===== src/rtl/decompressor_input_parser.sv =====
// decompressor_input_parser
//
// Front end of the LZRW1 decompressor. Takes the compressed stream one byte
// at a time, pulls out each control byte, builds one 16-bit item per control
// bit and offers it to the decompressor until it is accepted.
//
// Ports:
//   clock             - system clock, rising edge
//   reset             - synchronous, active-low
//   byte_in[7:0]      - compressed stream byte
//   byte_in_valid     - byte_in is valid
//   byte_in_last      - final byte of the stream (qualified by byte_in_valid)
//   byte_in_ready     - parser takes byte_in this cycle
//   decompressor_busy - decompressor cannot take an item this cycle
//   data_in[15:0]     - item: {8'h00, byte} for a literal, {hi, lo} for a copy
//   control_word_in   - 1 = copy item, 0 = literal
//   data_in_valid     - data_in / control_word_in are valid
//   parse_done        - one-cycle pulse when a stream ends
//   format_error      - sticky: a stream ended inside a copy item
//   item_count        - items accepted by the decompressor since reset (wraps)
module decompressor_input_parser #(
  parameter int COUNT_WIDTH = 16
) (
  input  logic                   clock,
  input  logic                   reset,
  input  logic [7:0]             byte_in,
  input  logic                   byte_in_valid,
  input  logic                   byte_in_last,
  output logic                   byte_in_ready,
  input  logic                   decompressor_busy,
  output logic [15:0]            data_in,
  output logic                   control_word_in,
  output logic                   data_in_valid,
  output logic                   parse_done,
  output logic                   format_error,
  output logic [COUNT_WIDTH-1:0] item_count
);

  typedef enum logic [2:0] {
    ST_CTRL    = 3'd0,
    ST_ITEM_LO = 3'd1,
    ST_ITEM_HI = 3'd2,
    ST_PRESENT = 3'd3,
    ST_DONE    = 3'd4
  } state_t;

  state_t                 state_r;
  logic [7:0]             ctrl_byte_r;
  logic [2:0]             bit_idx_r;
  logic                   last_r;
  logic [7:0]             hi_byte_r;
  logic                   ready_r;
  logic                   valid_r;
  logic                   done_r;
  logic                   error_r;
  logic [15:0]            data_r;
  logic                   cw_r;
  logic [COUNT_WIDTH-1:0] count_r;

  logic byte_xfer_s;
  logic item_xfer_s;
  logic cur_bit_s;

  assign byte_xfer_s = byte_in_valid && ready_r;
  assign item_xfer_s = valid_r && !decompressor_busy;
  // The first item of a group uses the MSB of the control byte.
  assign cur_bit_s   = ctrl_byte_r[3'd7 - bit_idx_r];

  // Parser state machine; every output is registered and ready is set
  // together with the state it belongs to.
  always_ff @(posedge clock) begin
    if (!reset) begin
      state_r     <= ST_CTRL;
      ctrl_byte_r <= 8'h00;
      bit_idx_r   <= 3'd0;
      last_r      <= 1'b0;
      hi_byte_r   <= 8'h00;
      ready_r     <= 1'b1;
      valid_r     <= 1'b0;
      done_r      <= 1'b0;
      error_r     <= 1'b0;
      data_r      <= 16'h0000;
      cw_r        <= 1'b0;
      count_r     <= '0;
    end else begin
      // parse_done is a single-cycle pulse unless re-armed below.
      done_r <= 1'b0;
      case (state_r)
        ST_CTRL: begin
          if (byte_xfer_s) begin
            ctrl_byte_r <= byte_in;
            bit_idx_r   <= 3'd0;
            if (byte_in_last) begin
              // Stream consisting of a bare control byte: no item.
              state_r <= ST_DONE;
              ready_r <= 1'b0;
              done_r  <= 1'b1;
            end else begin
              state_r <= ST_ITEM_LO;
            end
          end
        end
        ST_ITEM_LO: begin
          if (byte_xfer_s) begin
            if (!cur_bit_s) begin
              data_r  <= {8'h00, byte_in};
              cw_r    <= 1'b0;
              last_r  <= byte_in_last;
              state_r <= ST_PRESENT;
              ready_r <= 1'b0;
              valid_r <= 1'b1;
            end else if (!byte_in_last) begin
              hi_byte_r <= byte_in;
              state_r   <= ST_ITEM_HI;
            end else begin
              // Stream ended after the first byte of a copy.
              error_r <= 1'b1;
              state_r <= ST_DONE;
              ready_r <= 1'b0;
              done_r  <= 1'b1;
            end
          end
        end
        ST_ITEM_HI: begin
          if (byte_xfer_s) begin
            data_r  <= {hi_byte_r, byte_in};
            cw_r    <= 1'b1;
            last_r  <= byte_in_last;
            state_r <= ST_PRESENT;
            ready_r <= 1'b0;
            valid_r <= 1'b1;
          end
        end
        ST_PRESENT: begin
          if (item_xfer_s) begin
            count_r <= count_r + COUNT_WIDTH'(1);
            valid_r <= 1'b0;
            if (last_r) begin
              // Remaining control bits of this group are ignored.
              last_r  <= 1'b0;
              state_r <= ST_DONE;
              done_r  <= 1'b1;
            end else if (bit_idx_r == 3'd7) begin
              state_r <= ST_CTRL;
              ready_r <= 1'b1;
            end else begin
              bit_idx_r <= bit_idx_r + 3'd1;
              state_r   <= ST_ITEM_LO;
              ready_r   <= 1'b1;
            end
          end
        end
        ST_DONE: begin
          last_r  <= 1'b0;
          state_r <= ST_CTRL;
          ready_r <= 1'b1;
        end
        default: begin
          state_r <= ST_CTRL;
          ready_r <= 1'b1;
          valid_r <= 1'b0;
          last_r  <= 1'b0;
        end
      endcase
    end
  end

  assign byte_in_ready   = ready_r;
  assign data_in         = data_r;
  assign control_word_in = cw_r;
  assign data_in_valid   = valid_r;
  assign parse_done      = done_r;
  assign format_error    = error_r;
  assign item_count      = count_r;

endmodule


===== config.mk =====
export PLATFORM = sky130hd
export DESIGN_NAME = decompressor_input_parser
export DESIGN_NICKNAME = d
export VERILOG_FILES = /design/src/rtl/decompressor_input_parser.sv
export SDC_FILE = /design/constraint.sdc
export NUM_CORES = 1
export LEC_CHECK = 0
export BUFFER_PORTS_ARGS = -buffer_cell sky130_fd_sc_hd__buf_2
export CORE_MARGIN = 2
export CORE_UTILIZATION = 35
export DETAILED_ROUTE_END_ITERATION = 8
export PLACE_DENSITY_LB_ADDON = 0.05
export SLEW_MARGIN = 30
export SYNTH_ARGS = -nofsm -noshare
export SYNTH_HDL_FRONTEND = slang
export SYNTH_SLANG_ARGS = --single-unit

===== constraint.sdc =====
create_clock -name clock -period 3.4 [get_ports clock]
set_clock_uncertainty 0.1 [all_clocks]
set_input_delay 0.68 -clock clock [delete_from_list [all_inputs] [get_ports clock]]
set_output_delay 0.68 -clock clock [all_outputs]
set_load 0.01 [all_outputs]

# Yosys cells after proc, flatten, opt, wreduce, memory -nomap -nowiden
# Cells that the tools add are included.
dict set report totals {
  register_bits 60
}
dict set report op_classes {
  n_eq_ne 12
  reduce_logical 17
  magnitude_cmp 1
  bitwise 3
  n_mux 48
  addsub 3
}
# cell count
set ops {}
lappend ops {{16-bit two-way mux} 3}
lappend ops {{3-bit two-way mux} 12}
lappend ops {{16-bit one-hot mux with 2 select lines} 1}
lappend ops {{1-bit two-way mux} 24}
lappend ops {{5-bit AND reduction} 4}
lappend ops {{16-bit by 1-bit adder with 16-bit output (second input constant)} 1}
lappend ops {{4-bit AND reduction} 4}
lappend ops {{2-bit != test (second input constant)} 7}
lappend ops {{1-bit one-hot mux with 4 select lines} 3}
lappend ops {{3-bit one-hot mux with 4 select lines} 1}
lappend ops {{3-bit by 2-bit == test with 1-bit output (second input constant)} 2}
lappend ops {{3-bit == test (second input constant)} 2}
lappend ops {{3-bit one-hot mux with 2 select lines} 1}
lappend ops {{3-bit by 4-bit less-than comparator with 1-bit output (second input constant)} 1}
lappend ops {{2-bit AND reduction} 2}
lappend ops {{2-bit nonzero test} 2}
lappend ops {{3-bit by 1-bit adder with 3-bit output (second input constant)} 1}
lappend ops {{1-bit binary-select mux with 3-bit select} 1}
lappend ops {{3-bit by 1-bit == test with 1-bit output (second input constant)} 1}
lappend ops {{3-bit zero test} 1}
lappend ops {{1-bit inverter} 3}
lappend ops {{1-bit one-hot mux with 3 select lines} 1}
lappend ops {{3-bit subtractor (first input constant)} 1}
lappend ops {{1-bit logical AND} 2}
lappend ops {{other kinds (3)} 3}

# Depth between registers and ports, before layout
dict set report depth {
  ltp_word 6
  mapped_depth 7
}

# Worst setup path before layout
# Ideal clock, no wire load.
dict set report synth_timing {
  path_kind {input to register}
  start {in decompressor_busy}
  end {reg count_r[13], in the netlist item_count[13]}
  setup_time_ps 128
  cell_stages 6
  slack_ps 1484
  t_arrival_ps 1688
  cell_sequence {nor2b_1 -> nand4_1 -> buf_2 -> nor4_1 -> xnor2_1 -> nor2_1}
}
dict set report synth_between {
  elab_chain_len 3
}
# element line
set synth_rtl {}
lappend synth_rtl {{from (decl)} 30} ;# input logic decompressor_busy,
lappend synth_rtl {{1-bit zero test} 65} ;# assign item_xfer_s = valid_r && !decompressor_busy;
lappend synth_rtl {{1-bit logical AND} 65}
lappend synth_rtl {{2-bit AND reduction (no source line)} -}
lappend synth_rtl {{to (signal assigned)} 136} ;# count_r <= count_r + COUNT_WIDTH'(1);
lappend synth_rtl {{to (decl)} 58} ;# logic [COUNT_WIDTH-1:0] count_r;
# No other way between the ends.
# A chain may end at the register's enable or synchronous reset.

# Worst setup path after layout
dict set report layout_timing {
  start {reg state_r[0]}
  end {reg hi_byte_r[5]}
}
dict set report layout_between {
  elab_chain_len 2
}
# element line
set layout_rtl {}
lappend layout_rtl {{from (decl)} 47} ;# state_t state_r;
lappend layout_rtl {{from (signal assigned)} 73} ;# state_r <= ST_CTRL;
lappend layout_rtl {{from (signal assigned)} 95} ;# state_r <= ST_DONE;
lappend layout_rtl {{from (signal assigned)} 99} ;# state_r <= ST_ITEM_LO;
lappend layout_rtl {{3-bit by 1-bit == test with 1-bit output} 88} ;# case (state_r)
lappend layout_rtl {{4-bit AND reduction (no source line)} -}
lappend layout_rtl {{to (signal assigned)} 113} ;# hi_byte_r <= byte_in;
lappend layout_rtl {{to (decl)} 51} ;# logic [7:0] hi_byte_r;
# No other way between the ends.

==> impl_metrics.ini <==
[logic_synthesis]
synth_edf_count = 0
yosys_register_bits = 60
synth_nets = 327
synth.distinct_cells = 47
synth.top_cell.area_share_pct = 45.05
async_reset_ff_share_pct = 0
yosysWarnings = 0
synth.most_common_cell = dfxtp_1
synth_cells = 311
synth_common_cells = 60 x dfxtp_1, 47 x nand2_1, 30 x nor2_1
ys.flop_type = dfxtp_1
yosys.area.top_type = dfxtp_1
synth_area_leaders = dfxtp_1 45%, nand2_1 6.6%, xnor2_1 4.6%
netlist_area_mm2 = 0.002666
syn_avg_cell_area_um2 = 8.573
yosysSeqAreaShare_pct = 45.05

[floorplan]
die_w_um = 91.28
die_area_mm2 = 0.008332
core.rowCount = 31
die_y_um = 91.28
initial_core_util_pct = 36.37
design.portCount = 50
core_area_mm2 = 0.007331

[power_and_ir_drop]
internal_power_mw = 1.121
p_sw_share_pct = 25.73
power_frac_comb_pct = 8.1
p_sw_mw = 0.3883
vdd_drop_max_uv = 212.6
cellLeakagePower_nw = 1.294
power.density_mw_per_mm2 = 474.5
seqPwrFrac_pct = 48.8
p_clk_share_pct = 43.1

[sta]
max_freq_mhz = 421.4
relSlewSlack_pct = 61.38
layout_min_cycle_time_ns = 2.373
slew_viol_final = 0
fin_ws_ns = 1.027
hold_viol = 0
fin_hold_ws_ns = 0.3559
tns_ns = 0
final-setup-viol-count = 0
finalCritPeriodShare_pct = 69.79
worstMarginPinSlew_ns = 0.5785
grt_setup_unrepaired = false

[cts]
h-tree-depth = 3
cts.clk_slew.worst_paths_ns = 0.07
post_cts_buffers = 0
cts_inserted_buffers = 9
clk_path_buf_depth = 2
cts_tree = built
cts_root_buf = clkbuf_8
cts_hold_buffers = 0
clock_latency_ns = 0.34
ctsResizeCount = 0
numClockSinks = 60

[cells_and_area]
drive_above_1_share_pct = 20.94
fin_util_pct = 43.39
fin_nets = 374
antenna-diode-count = 0
area_growth_pct = 19.29
design_area_mm2 = 0.003181
nFillCells = 761

[grt]
met1_usage_pct = 22.17
grt_usage_pct = 16.69
grt-ovfl-total = 0
antenna_found_initial = 0
grt_pass1_wl_mm = 10.89
grt_max_degree = 20
top_usage_layer = met2
grt_use_met2_pct = 25.62
gr-usage-met3_pct = 5.975
grt_pass1_vias = 2146

[job]
max_cap_viol_count = 0

[setup_path]
crit_path_end_kind = register
startpoint_type = register
worst-setup-path-type = reg -> reg
required_ns = 3.51
worstPathArrival_ns = 2.48
cp_max_fo = 14

[routing]
finalWirelength_mm = 6.638
dr_total_vias = 2305
wl_per_cell_um = 14.37
drtIter0Drc = 94
antenna_left = 0
drt-vias-per-instance = 4.989
drc_errors = 0
drtPass1Iterations = 4

[place]
post-dp-hpwl_mm = 4.622
place_area_mm2 = 0.002979
place_ws_ns = 0.9898
portBuffers = 49
globalplace.congestion = 0.7398

[run_status]
status = finished, final reports clean

[hold_path]
hp-class = reg -> reg
## layout by cell type, fill, tap and decap left out, types with 10 or more instances in the layout
cell type,synthesis,routed
mux2i_1,11,11
nor2_1,30,30
a21oi_1,23,23
nor3_1,10,10
nand2_1,47,47
buf_2,5,49
o21ai_0,13,13
dfxtp_1,60,60
clkbuf_8,0,10
xnor2_1,14,14
nand3_1,18,18
## layer usage
layer | up-vias | wire [um]
li1 | 1177 | -
met1 | 1077 | 3270
met2 | 47 | 3028
met3 | 4 | 292
met4 | 0 | 46
met5 | - | 0
## per-stage QoR
stage	cells	total power, mW
after floorplan	311	0.8305
after global placement	446	0.8769
after detailed placement	446	0.8753
after CTS	462	1.533
after global routing	462	1.578
final	462	1.509
## power groups by stage
stage	Sequential (mW)	Combinational [mW]	Clock [mW]
global placement	0.752	0.124	0
global route	0.739	0.136	0.703
detailed placement	0.753	0.123	0
finish	0.737	0.122	0.651
floorplan	0.747	0.0835	0
CTS	0.736	0.123	0.673
## critical path, cell delays in order, from the launching register on
cell	delay (ns)
dfxtp_1	0.57
nor3b_2	0.30
o31a_4	0.20
nand4_4	0.23
or3_1	0.62
mux2i_1	0.21
## path summary, 6_finish.rpt
kind                                     start              to  slack [ns]  cells past startpoint
worst min register to register  ctrl_byte_r[1]  ctrl_byte_r[1]        0.36                      2
worst max register to register      state_r[0]    hi_byte_r[5]        1.03                      5
worst min-delay path            ctrl_byte_r[1]  ctrl_byte_r[1]        0.36                      2
worst max-delay path                state_r[0]    hi_byte_r[5]        1.03                      5
## cell type report
class	count	area, um2	share of cell area (%)
well taps	99	123.9	3.895
multi-input cells	225	1341	42.17
clock buffers	10	137.6	4.327
clock inverters	6	63.81	2.006
repair buffers	54	282.8	8.891
flip-flops and latches	60	1201	37.77
inverters	8	30.03	0.9441
## kinds of logic (layout without fill, tap and decap cells)
group / count (synthesis) / count (layout) / synth area share, %
adder cells (fa/ha/maj): 3 / 3 / 1.408
buffers and inverters: 26 / 78 / 4.645
AO/OA/AOI/OAI: 60 / 60 / 14.59
flip-flops: 60 / 60 / 45.05
AND/OR/NAND/NOR: 134 / 134 / 24.36
multiplexers: 12 / 12 / 4.693
XOR/XNOR: 16 / 16 / 5.256
## registers in the layout (all words and copies together) (netlist names), 3 cells and up
name and count:
data_in 16, item_count 16, ctrl_byte_r 8, hi_byte_r 8, bit_idx_r 3, state_r 3
(Power assumes the default switching activity.)
